File: src/rtl/phase_scheduler_if.sv
// Signal bundle between a traffic-phase scheduler and its environment.
// The master drives the tick, emergency and pedestrian inputs; the slave (the scheduler) drives the lights and countdowns.
interface phase_scheduler_if;
    logic       tick;
    logic       maj_emg;
    logic       min_emg;
    logic       ped_req;
    logic [2:0] maj_light;
    logic [2:0] min_light;
    logic [5:0] maj_cnt;
    logic [5:0] min_cnt;
    logic       ped_pending;

    modport master (
        output tick, maj_emg, min_emg, ped_req,
        input  maj_light, min_light, maj_cnt, min_cnt, ped_pending
    );

    modport slave (
        input  tick, maj_emg, min_emg, ped_req,
        output maj_light, min_light, maj_cnt, min_cnt, ped_pending
    );
endinterface

File: src/rtl/phase_scheduler.sv
// Two-road traffic phase scheduler with emergency preemption and countdown displays.
// Define PED_REQ_EN to compile in pedestrian request latching and major-green shortening.
module phase_scheduler #(
    parameter int MAJ_GREEN = 30,
    parameter int MIN_GREEN = 20,
    parameter int YELLOW    = 5,
    parameter int CLR       = 2,
    parameter int PED_MIN   = 5
) (
    input logic               clk,
    input logic               rst,
    phase_scheduler_if.slave  bus
);

    typedef enum logic [2:0] {
        ALL_RED = 3'd0,
        MAJ_G   = 3'd1,
        MAJ_Y   = 3'd2,
        MIN_G   = 3'd3,
        MIN_Y   = 3'd4,
        EMG_MAJ = 3'd5,
        EMG_MIN = 3'd6
    } state_t;

    localparam logic [5:0] D_MAJ = 6'(MAJ_GREEN);
    localparam logic [5:0] D_MIN = 6'(MIN_GREEN);
    localparam logic [5:0] D_YEL = 6'(YELLOW);
    localparam logic [5:0] D_CLR = 6'(CLR);
    localparam logic [5:0] D_PED = 6'(PED_MIN);

    localparam logic [2:0] LT_R = 3'b100;
    localparam logic [2:0] LT_Y = 3'b010;
    localparam logic [2:0] LT_G = 3'b001;

    state_t     state_r;
    state_t     state_nx_s;
    logic [5:0] cnt_r;
    logic [5:0] cnt_nx_s;
    logic       ped_r;
    logic       ped_keep_s;
    logic       ped_nx_s;
    logic [2:0] maj_light_r;
    logic [2:0] min_light_r;
    logic [5:0] maj_cnt_r;
    logic [5:0] min_cnt_r;

    function automatic state_t follow(input state_t s);
        case (s)
            ALL_RED: return MAJ_G;
            MAJ_G:   return MAJ_Y;
            MAJ_Y:   return MIN_G;
            MIN_G:   return MIN_Y;
            MIN_Y:   return MAJ_G;
            default: return ALL_RED;
        endcase
    endfunction

    function automatic logic [5:0] dur_of(input state_t s);
        case (s)
            ALL_RED: return D_CLR;
            MAJ_G:   return D_MAJ;
            MAJ_Y:   return D_YEL;
            MIN_G:   return D_MIN;
            MIN_Y:   return D_YEL;
            default: return 6'd0;
        endcase
    endfunction

    function automatic logic [2:0] maj_light_of(input state_t s);
        case (s)
            MAJ_G, EMG_MAJ: return LT_G;
            MAJ_Y:          return LT_Y;
            default:        return LT_R;
        endcase
    endfunction

    function automatic logic [2:0] min_light_of(input state_t s);
        case (s)
            MIN_G, EMG_MIN: return LT_G;
            MIN_Y:          return LT_Y;
            default:        return LT_R;
        endcase
    endfunction

    // The red road during the other road's green also counts through the coming yellow.
    function automatic logic [5:0] maj_cnt_of(input state_t s, input logic [5:0] c);
        case (s)
            ALL_RED, MAJ_G, MAJ_Y, MIN_Y: return c;
            MIN_G:                        return c + D_YEL;
            default:                      return 6'd0;
        endcase
    endfunction

    function automatic logic [5:0] min_cnt_of(input state_t s, input logic [5:0] c);
        case (s)
            ALL_RED, MIN_G, MIN_Y, MAJ_Y: return c;
            MAJ_G:                        return c + D_YEL;
            default:                      return 6'd0;
        endcase
    endfunction

`ifdef PED_REQ_EN
    // Latch a pedestrian request; MIN_G already serves the crossing.
    always_comb begin
        ped_keep_s = ped_r;
        if (bus.ped_req && (state_r != MIN_G)) begin
            ped_keep_s = 1'b1;
        end else begin
            ped_keep_s = ped_r;
        end
    end
`else
    logic unused_ped_s;
    assign unused_ped_s = bus.ped_req;
    assign ped_keep_s   = 1'b0;
`endif

    // Next phase: emergencies first, then emergency exit, then shortening, then the tick countdown.
    always_comb begin
        state_nx_s = state_r;
        cnt_nx_s   = cnt_r;
        if (bus.maj_emg) begin
            state_nx_s = EMG_MAJ;
            cnt_nx_s   = 6'd0;
        end else if (bus.min_emg) begin
            state_nx_s = EMG_MIN;
            cnt_nx_s   = 6'd0;
        end else if ((state_r == EMG_MAJ) || (state_r == EMG_MIN)) begin
            state_nx_s = ALL_RED;
            cnt_nx_s   = D_CLR;
`ifdef PED_REQ_EN
        end else if ((state_r == MAJ_G) && ped_keep_s && (cnt_r > D_PED)) begin
            cnt_nx_s   = D_PED;
`endif
        end else if (bus.tick) begin
            if (cnt_r == 6'd1) begin
                state_nx_s = follow(state_r);
                cnt_nx_s   = dur_of(follow(state_r));
            end else begin
                cnt_nx_s   = cnt_r - 6'd1;
            end
        end else begin
            state_nx_s = state_r;
            cnt_nx_s   = cnt_r;
        end
    end

    // Entering MIN_G serves any pending crossing.
    always_comb begin
        ped_nx_s = ped_keep_s;
        if ((state_nx_s == MIN_G) && (state_r != MIN_G)) begin
            ped_nx_s = 1'b0;
        end else begin
            ped_nx_s = ped_keep_s;
        end
    end

    // State, counter and all outputs update together so the displays always match the phase.
    always_ff @(posedge clk) begin
        if (rst) begin
            state_r     <= ALL_RED;
            cnt_r       <= D_CLR;
            ped_r       <= 1'b0;
            maj_light_r <= LT_R;
            min_light_r <= LT_R;
            maj_cnt_r   <= D_CLR;
            min_cnt_r   <= D_CLR;
        end else begin
            state_r     <= state_nx_s;
            cnt_r       <= cnt_nx_s;
            ped_r       <= ped_nx_s;
            maj_light_r <= maj_light_of(state_nx_s);
            min_light_r <= min_light_of(state_nx_s);
            maj_cnt_r   <= maj_cnt_of(state_nx_s, cnt_nx_s);
            min_cnt_r   <= min_cnt_of(state_nx_s, cnt_nx_s);
        end
    end

    assign bus.maj_light   = maj_light_r;
    assign bus.min_light   = min_light_r;
    assign bus.maj_cnt     = maj_cnt_r;
    assign bus.min_cnt     = min_cnt_r;
    assign bus.ped_pending = ped_r;

endmodule

File: src/flat_wrapper.sv
// flat-port wrapper written by rule: the top's interface ports become plain ports
module phase_scheduler_flat 
#(
    parameter int MAJ_GREEN = 30,
    parameter int MIN_GREEN = 20,
    parameter int YELLOW    = 5,
    parameter int CLR       = 2,
    parameter int PED_MIN   = 5
)
  (clk, rst, bus_tick, bus_maj_emg, bus_min_emg, bus_ped_req, bus_maj_light, bus_min_light, bus_maj_cnt, bus_min_cnt, bus_ped_pending);
  phase_scheduler_if bus_i ();
  input logic clk;
  input logic rst;
  input wire logic [$bits(bus_i.tick)-1:0] bus_tick;
  input wire logic [$bits(bus_i.maj_emg)-1:0] bus_maj_emg;
  input wire logic [$bits(bus_i.min_emg)-1:0] bus_min_emg;
  input wire logic [$bits(bus_i.ped_req)-1:0] bus_ped_req;
  output wire logic [$bits(bus_i.maj_light)-1:0] bus_maj_light;
  output wire logic [$bits(bus_i.min_light)-1:0] bus_min_light;
  output wire logic [$bits(bus_i.maj_cnt)-1:0] bus_maj_cnt;
  output wire logic [$bits(bus_i.min_cnt)-1:0] bus_min_cnt;
  output wire logic [$bits(bus_i.ped_pending)-1:0] bus_ped_pending;
  assign bus_i.tick = bus_tick;
  assign bus_i.maj_emg = bus_maj_emg;
  assign bus_i.min_emg = bus_min_emg;
  assign bus_i.ped_req = bus_ped_req;
  assign bus_maj_light = bus_i.maj_light;
  assign bus_min_light = bus_i.min_light;
  assign bus_maj_cnt = bus_i.maj_cnt;
  assign bus_min_cnt = bus_i.min_cnt;
  assign bus_ped_pending = bus_i.ped_pending;
  phase_scheduler #(.MAJ_GREEN(MAJ_GREEN), .MIN_GREEN(MIN_GREEN), .YELLOW(YELLOW), .CLR(CLR), .PED_MIN(PED_MIN)) u_core (.clk(clk), .rst(rst), .bus(bus_i));
endmodule
File: config.mk
export PLATFORM = sky130hd
export DESIGN_NAME = phase_scheduler_flat
export DESIGN_NICKNAME = d
export VERILOG_FILES = /design/src/rtl/phase_scheduler_if.sv /design/src/rtl/phase_scheduler.sv /design/src/flat_wrapper.sv
export SDC_FILE = /design/constraint.sdc
export NUM_CORES = 1
export LEC_CHECK = 0
export CAP_MARGIN = 20
export CORE_MARGIN = 1.5
export CORE_UTILIZATION = 25
export DETAILED_ROUTE_END_ITERATION = 7
export GPL_TIMING_DRIVEN = 0
export PLACE_DENSITY = 0.41
export SLEW_MARGIN = 20
export SYNTH_ARGS = -nofsm -noshare
export SYNTH_HDL_FRONTEND = slang
export SYNTH_SLANG_ARGS = --single-unit
File: constraint.sdc
create_clock -name clk -period 2.62 [get_ports clk]
set_clock_uncertainty 0.2 [all_clocks]
set_input_delay 0.524 -clock clk [delete_from_list [all_inputs] [get_ports clk]]
set_output_delay 0.524 -clock clk [all_outputs]
set_load 0.02 [all_outputs]
# == Word level (Yosys, flattened, before mapping) ==
# Cells that the tools add are included.
# classes
eq_ne,17
n_mux,21
n_reduce_logical,10
add_sub_neg,2
# ops
op,n
$mux W3,10
$mux W6,5
$pmux W6 S2,2
$eq A3 B3 Y1 const B,7
$pmux W5 S4,1
$eq A3 B2 Y1 const B,6
$pmux W3 S2,2
$pmux W3 S4,1
$eq A3 B1 Y1 const B,3
$logic_not A3 Y1,3
$reduce_or A2 Y1,4
$reduce_or A4 Y1,2
$add A6 B3 Y6 const B,1
$eq A6 B1 Y1 const B,1
$sub A6 B1 Y6 const B,1
$logic_or A1 B1 Y1,1
# totals
output_inout_bits,19
word_cells,56
in_bits,6
regBits,27

# == Longest topological paths before layout ==
# Gate-level depths: netlist of the first run.
# logic_depth
depth_word,18
ltp_mapped,12
mapped_depth_nobuf,11

# == Least setup slack after synthesis of the first run ==
# No wires, ideal clock.
# synth_timing
path_kind,register to register
start,register u_core.cnt_r[1]
end,"register u_core.min_cnt_r[4], in the netlist u_core.bus.min_cnt[4]"
path_stages_with_launch,13
arrival_time_ps,2486
setup_slack_ps,-157
setup_time_ps,91
cell_sequence,dfxtp_1 inv_1 ha_1 or4b_4 buf_6 o41ai_1 o221ai_1 and2_1 ha_1 inv_1 a21oi_1 nand2b_1 a311oi_1
# synth_between
word_cells_on_any_way,20
classes_between,add/sub (2); eq/ne (5); mux (11); reduce/logical (2)
# synth_lines
element,line_no,source
"start, declared",phase_scheduler.sv:37,logic [5:0] cnt_r;
"start signal, assigned",phase_scheduler.sv:170,cnt_r <= cnt_nx_s;
$sub A6 B1 Y6 or $eq A6 B1 Y1 (tied branches),"phase_scheduler.sv:140, phase_scheduler.sv:136",
$mux W6,phase_scheduler.sv:136,if (cnt_r == 6'd1) begin
$mux W6 *,phase_scheduler.sv:135,end else if (bus.tick) begin
$mux W6 *,phase_scheduler.sv:128,end else if ((state_r == EMG_MAJ) || (state_r == EMG_MIN)) begin
$mux W6 *,phase_scheduler.sv:125,end else if (bus.min_emg) begin
$mux W6 *,phase_scheduler.sv:122,if (bus.maj_emg) begin
net u_core.cnt_nx_s[1],phase_scheduler.sv:38,logic [5:0] cnt_nx_s;
$add A6 B3 Y6 *,phase_scheduler.sv:97,MAJ_G: return c + D_YEL;
$pmux W6 S2 *,phase_scheduler.sv:95,case (s)
"end signal, assigned",phase_scheduler.sv:175,"min_cnt_r <= min_cnt_of(state_nx_s, cnt_nx_s);"
"end, declared",phase_scheduler.sv:45,logic [5:0] min_cnt_r;
# The timed path passes the listed nets; every way through them passes the cells marked *.
# A chain may end at the register's enable or synchronous reset.

# == Worst setup path after layout of the first run ==
# Ends and elaborated chain as after synthesis.

==> impl_metrics.tcl, run 1 <==
set metrics [dict create \
    finalSetupViolCount 4 \
    post-dp-hpwl_um 3390 \
    mostFrequentLayoutCells "25 x dfxtp_1, 19 x clkdlybuf4s50_1, 17 x buf_4, 16 x nor2_1, 10 x inv_1" \
    port_buffers 22 \
    period_minus_slack_ns 2.71 \
    met2_usage_pct 26.9 \
    cpPeakStageDelay_ns 0.48 \
    grt-ovfl-total 0 \
    syn_inst 182 \
    status "finished, violations left" \
    fin_nets 238 \
    diodes 0 \
    power_mw 0.889 \
    core-area_mm2 0.00592 \
    cts-root-buf "clkbuf_8" \
    ys_seq_area_share_pct 35.3 \
    crit_slowest_cell "or4b_4" \
    postRouteAntennaNets 0 \
    die-area_mm2 0.00661 \
    drc 0 \
    grt_busiest_layer "met2" \
    p_leak_nw 0.825 \
    grtUsageTotal_pct 15.0 \
    worst_setup_path_start_kind "flop" \
    grt_max_degree 17 \
    viasPerCell 5.25 \
    syn_area_mm2 0.00153 \
    rsz0062_at_grt "true" \
    firstDrtPassIters 4 \
    period_share_pct 104 \
    setup_ws_ns -0.0918 \
    final_area_mm2 0.00229 \
    initial_core_util_pct 25.9 \
    cp_cell_sequence "inv_2 -> ha_4 -> or4b_4 -> buf_6 -> o41ai_4 -> o221ai_2 -> and2_4 -> ha_4 -> inv_2 -> a21oi_4 -> nand2b_4 -> a311oi_2" \
    drive_gt1_share_pct 29.8 \
    use_met1_pct 18.8 \
    synth_cell_type_count 58 \
    whs_ns 0.492 \
    crit_path_end_kind "flop" \
    max-slew-margin-rel_pct 59.6 \
    cp_max_fo 5 \
    clk_pin_slew_ns 0.10 \
    required_ns 2.61 \
    violations "setup timing" \
    initialDrtViolationCount 115 \
    finalMaxSlewViolations 0 \
    htreeDepth 1 \
    cts_tree "yes" \
    grt_antenna_before_repair 0 \
    maxCapViolations 0 \
    numCtsBuffers 3 \
    rows 28 \
    synth-edff-count 0 \
    hold_class "in2reg" \
    ios 25 \
    syn_avg_cell_area_um2 8.42 \
    cts_max_path_buffers 2 \
    wl_per_cell_um 15.9 \
    grt_pass1_vias 1548 \
    worstPathArrival_ns 2.70 \
    ctsHoldBuffers 0 \
    critPathKind "reg2reg" \
    powerDensity_mw_per_mm2 388 \
    synthDominantCellAreaShare_pct 35.3 \
    die_x_um 81.3 \
    place.gp.congestion 0.778 \
    async_flop_share_pct 0 \
    ys_warn_count 0 \
    cts_sinks 27 \
    place_area_mm2 0.00188 \
    synthToLayoutAreaGrowth_pct 49.5 \
    r2r_slack_ns -0.09 \
    vias 1592 \
    dieHeight_um 81.3 \
    synth_area_leaders "dfxtp_1 35%, nor2_1 4.2%, a21oi_1 3.6%, inv_1 3.2%, ha_1 2.4%" \
    ys.flop_type "dfxtp_1" \
    worst_slew_pin_slew_ns 0.596 \
    final_common_cell "dfxtp_1" \
    ys_seq_elements 27 \
    routed_wl_um 4820 \
    fmax_mhz 369 \
    peakVddDrop_mv 0.227 \
    synth_fp_nets 191 \
    met3_usage_pct 3.03 \
    finalHoldViolCount 0 \
    clk_latency_ns 0.27 \
    yosys.area.top_type "dfxtp_1" \
    grt_pass1_wl_um 7590 \
]
[layout make-up]
| type | count | area, µm² |
|---|---|---|
| flip-flops and latches | 27 | 546 |
| multi-input cells | 131 | 1090 |
| clock buffers | 3 | 41.3 |
| inverters | 13 | 48.8 |
| repair buffers | 43 | 402 |
| well taps | 75 | 93.8 |
| fillers | 608 | 3630 |
| clock inverters | 1 | 7.51 |
| plain buffers | 10 | 66.3 |
[cells in the mapped netlist, types with 2 or more instances]
cell,number
nand2b_1,4
ha_1,3
dfxtp_1,27
a221o_1,2
nand2_1,9
o21ai_0,5
o31ai_1,3
or3_1,4
o311a_1,2
buf_6,2
a211o_1,2
o31a_1,2
a21o_1,4
nand4_1,4
a21oi_1,11
o211ai_1,5
a211oi_1,4
nor2_1,17
nand3_1,3
nor3_1,3
o211a_1,2
or2_2,3
xnor2_1,3
clkbuf_1,7
nor3b_1,3
inv_1,13
o22ai_1,2
a311o_1,2
nor2b_1,2
[flip-flops by register name, summed over array words and instances (netlist names)]
name / count
u_core.bus.maj_cnt: 6
u_core.bus.maj_light: 3
u_core.bus.min_cnt: 6
u_core.bus.min_light: 3
u_core.cnt_r: 6
u_core.state_r: 3
[worst max-delay path, delay by kind of cell, from the launching register on]
kind | cells | cell delay [ns]
flops | 1 | 0.34
buf+inv | 3 | 0.28
compound gates | 4 | 0.69
fa+ha+maj | 2 | 0.29
simple gates | 3 | 0.83
[through the flow]
| stage | setup WS (ns) | instances | util, % | TNS, ns |
|---|---|---|---|---|
| after floorplan | -0.00473 | 182 | - | -0.00473 |
| after global placement | -1.04 | 279 | 31.8 | -11.55 |
| after detailed placement | -1.01 | 279 | 31.8 | -11.27 |
| after CTS | -0.0940 | 297 | 36.8 | -0.150 |
| after global routing | -0.183 | 303 | 38.7 | -0.735 |
| final | -0.0918 | 303 | 38.7 | -0.186 |
[routing by layer]
metal	part of all wire, %	vias to the layer above	wire length, µm
met5	0	-	0
met4	0.56	0	27
met3	3.6	4	176
met2	50	28	2420
met1	46	798	2200
li1	-	762	-
[worst paths after layout]
path,startpoint,to,cells past startpoint
max,u_core.cnt_r[1],u_core.bus.min_cnt[4],12
min reg2reg,u_core.cnt_r[0],u_core.cnt_r[0],3
max reg2reg,u_core.cnt_r[1],u_core.bus.min_cnt[4],12
min,bus_maj_emg,u_core.state_r[1],2
[timing repair]
item | 4_1_cts | 5_1_grt
endpoints found under the setup margin | 16 | 13
buffers inserted | 15 | 6
pin swaps | 14 | 20
resized for setup | 32 | 15
[power breakdown]
part           internal, mW  leakage (nW)  switching (mW)  total, mW
clock network         0.108        0.0217           0.140      0.248
registers             0.424         0.221         0.00874      0.433
logic                0.0897         0.582           0.119      0.209
total                 0.622         0.825           0.268      0.889
[cells by family after synthesis]
group,Yosys count,share of synthesized area (%)
adders and majority gates,3,2.45
AOI/OAI and AO/OA,60,29.4
buffers and inverters,24,7.10
xor gates and xnor gates,4,2.29
and+or+nand+nor,63,23.3
DFF,27,35.3
other,1,0.245
No activity file was read; power rests on OpenSTA's default activity.
==> inputs of run 2 (changes only) <==
--- a/config.mk
+++ b/config.mk
@@ -8,6 +8,7 @@
 export CAP_MARGIN = 20
 export CORE_MARGIN = 1.5
 export CORE_UTILIZATION = 25
+export CTS_BUF_LIST = sky130_fd_sc_hd__clkbuf_8
 export DETAILED_ROUTE_END_ITERATION = 7
 export GPL_TIMING_DRIVEN = 0
 export PLACE_DENSITY = 0.41
==> results of run 2 <==
The final DEF is identical to that of run 1; final timing and power are the same.
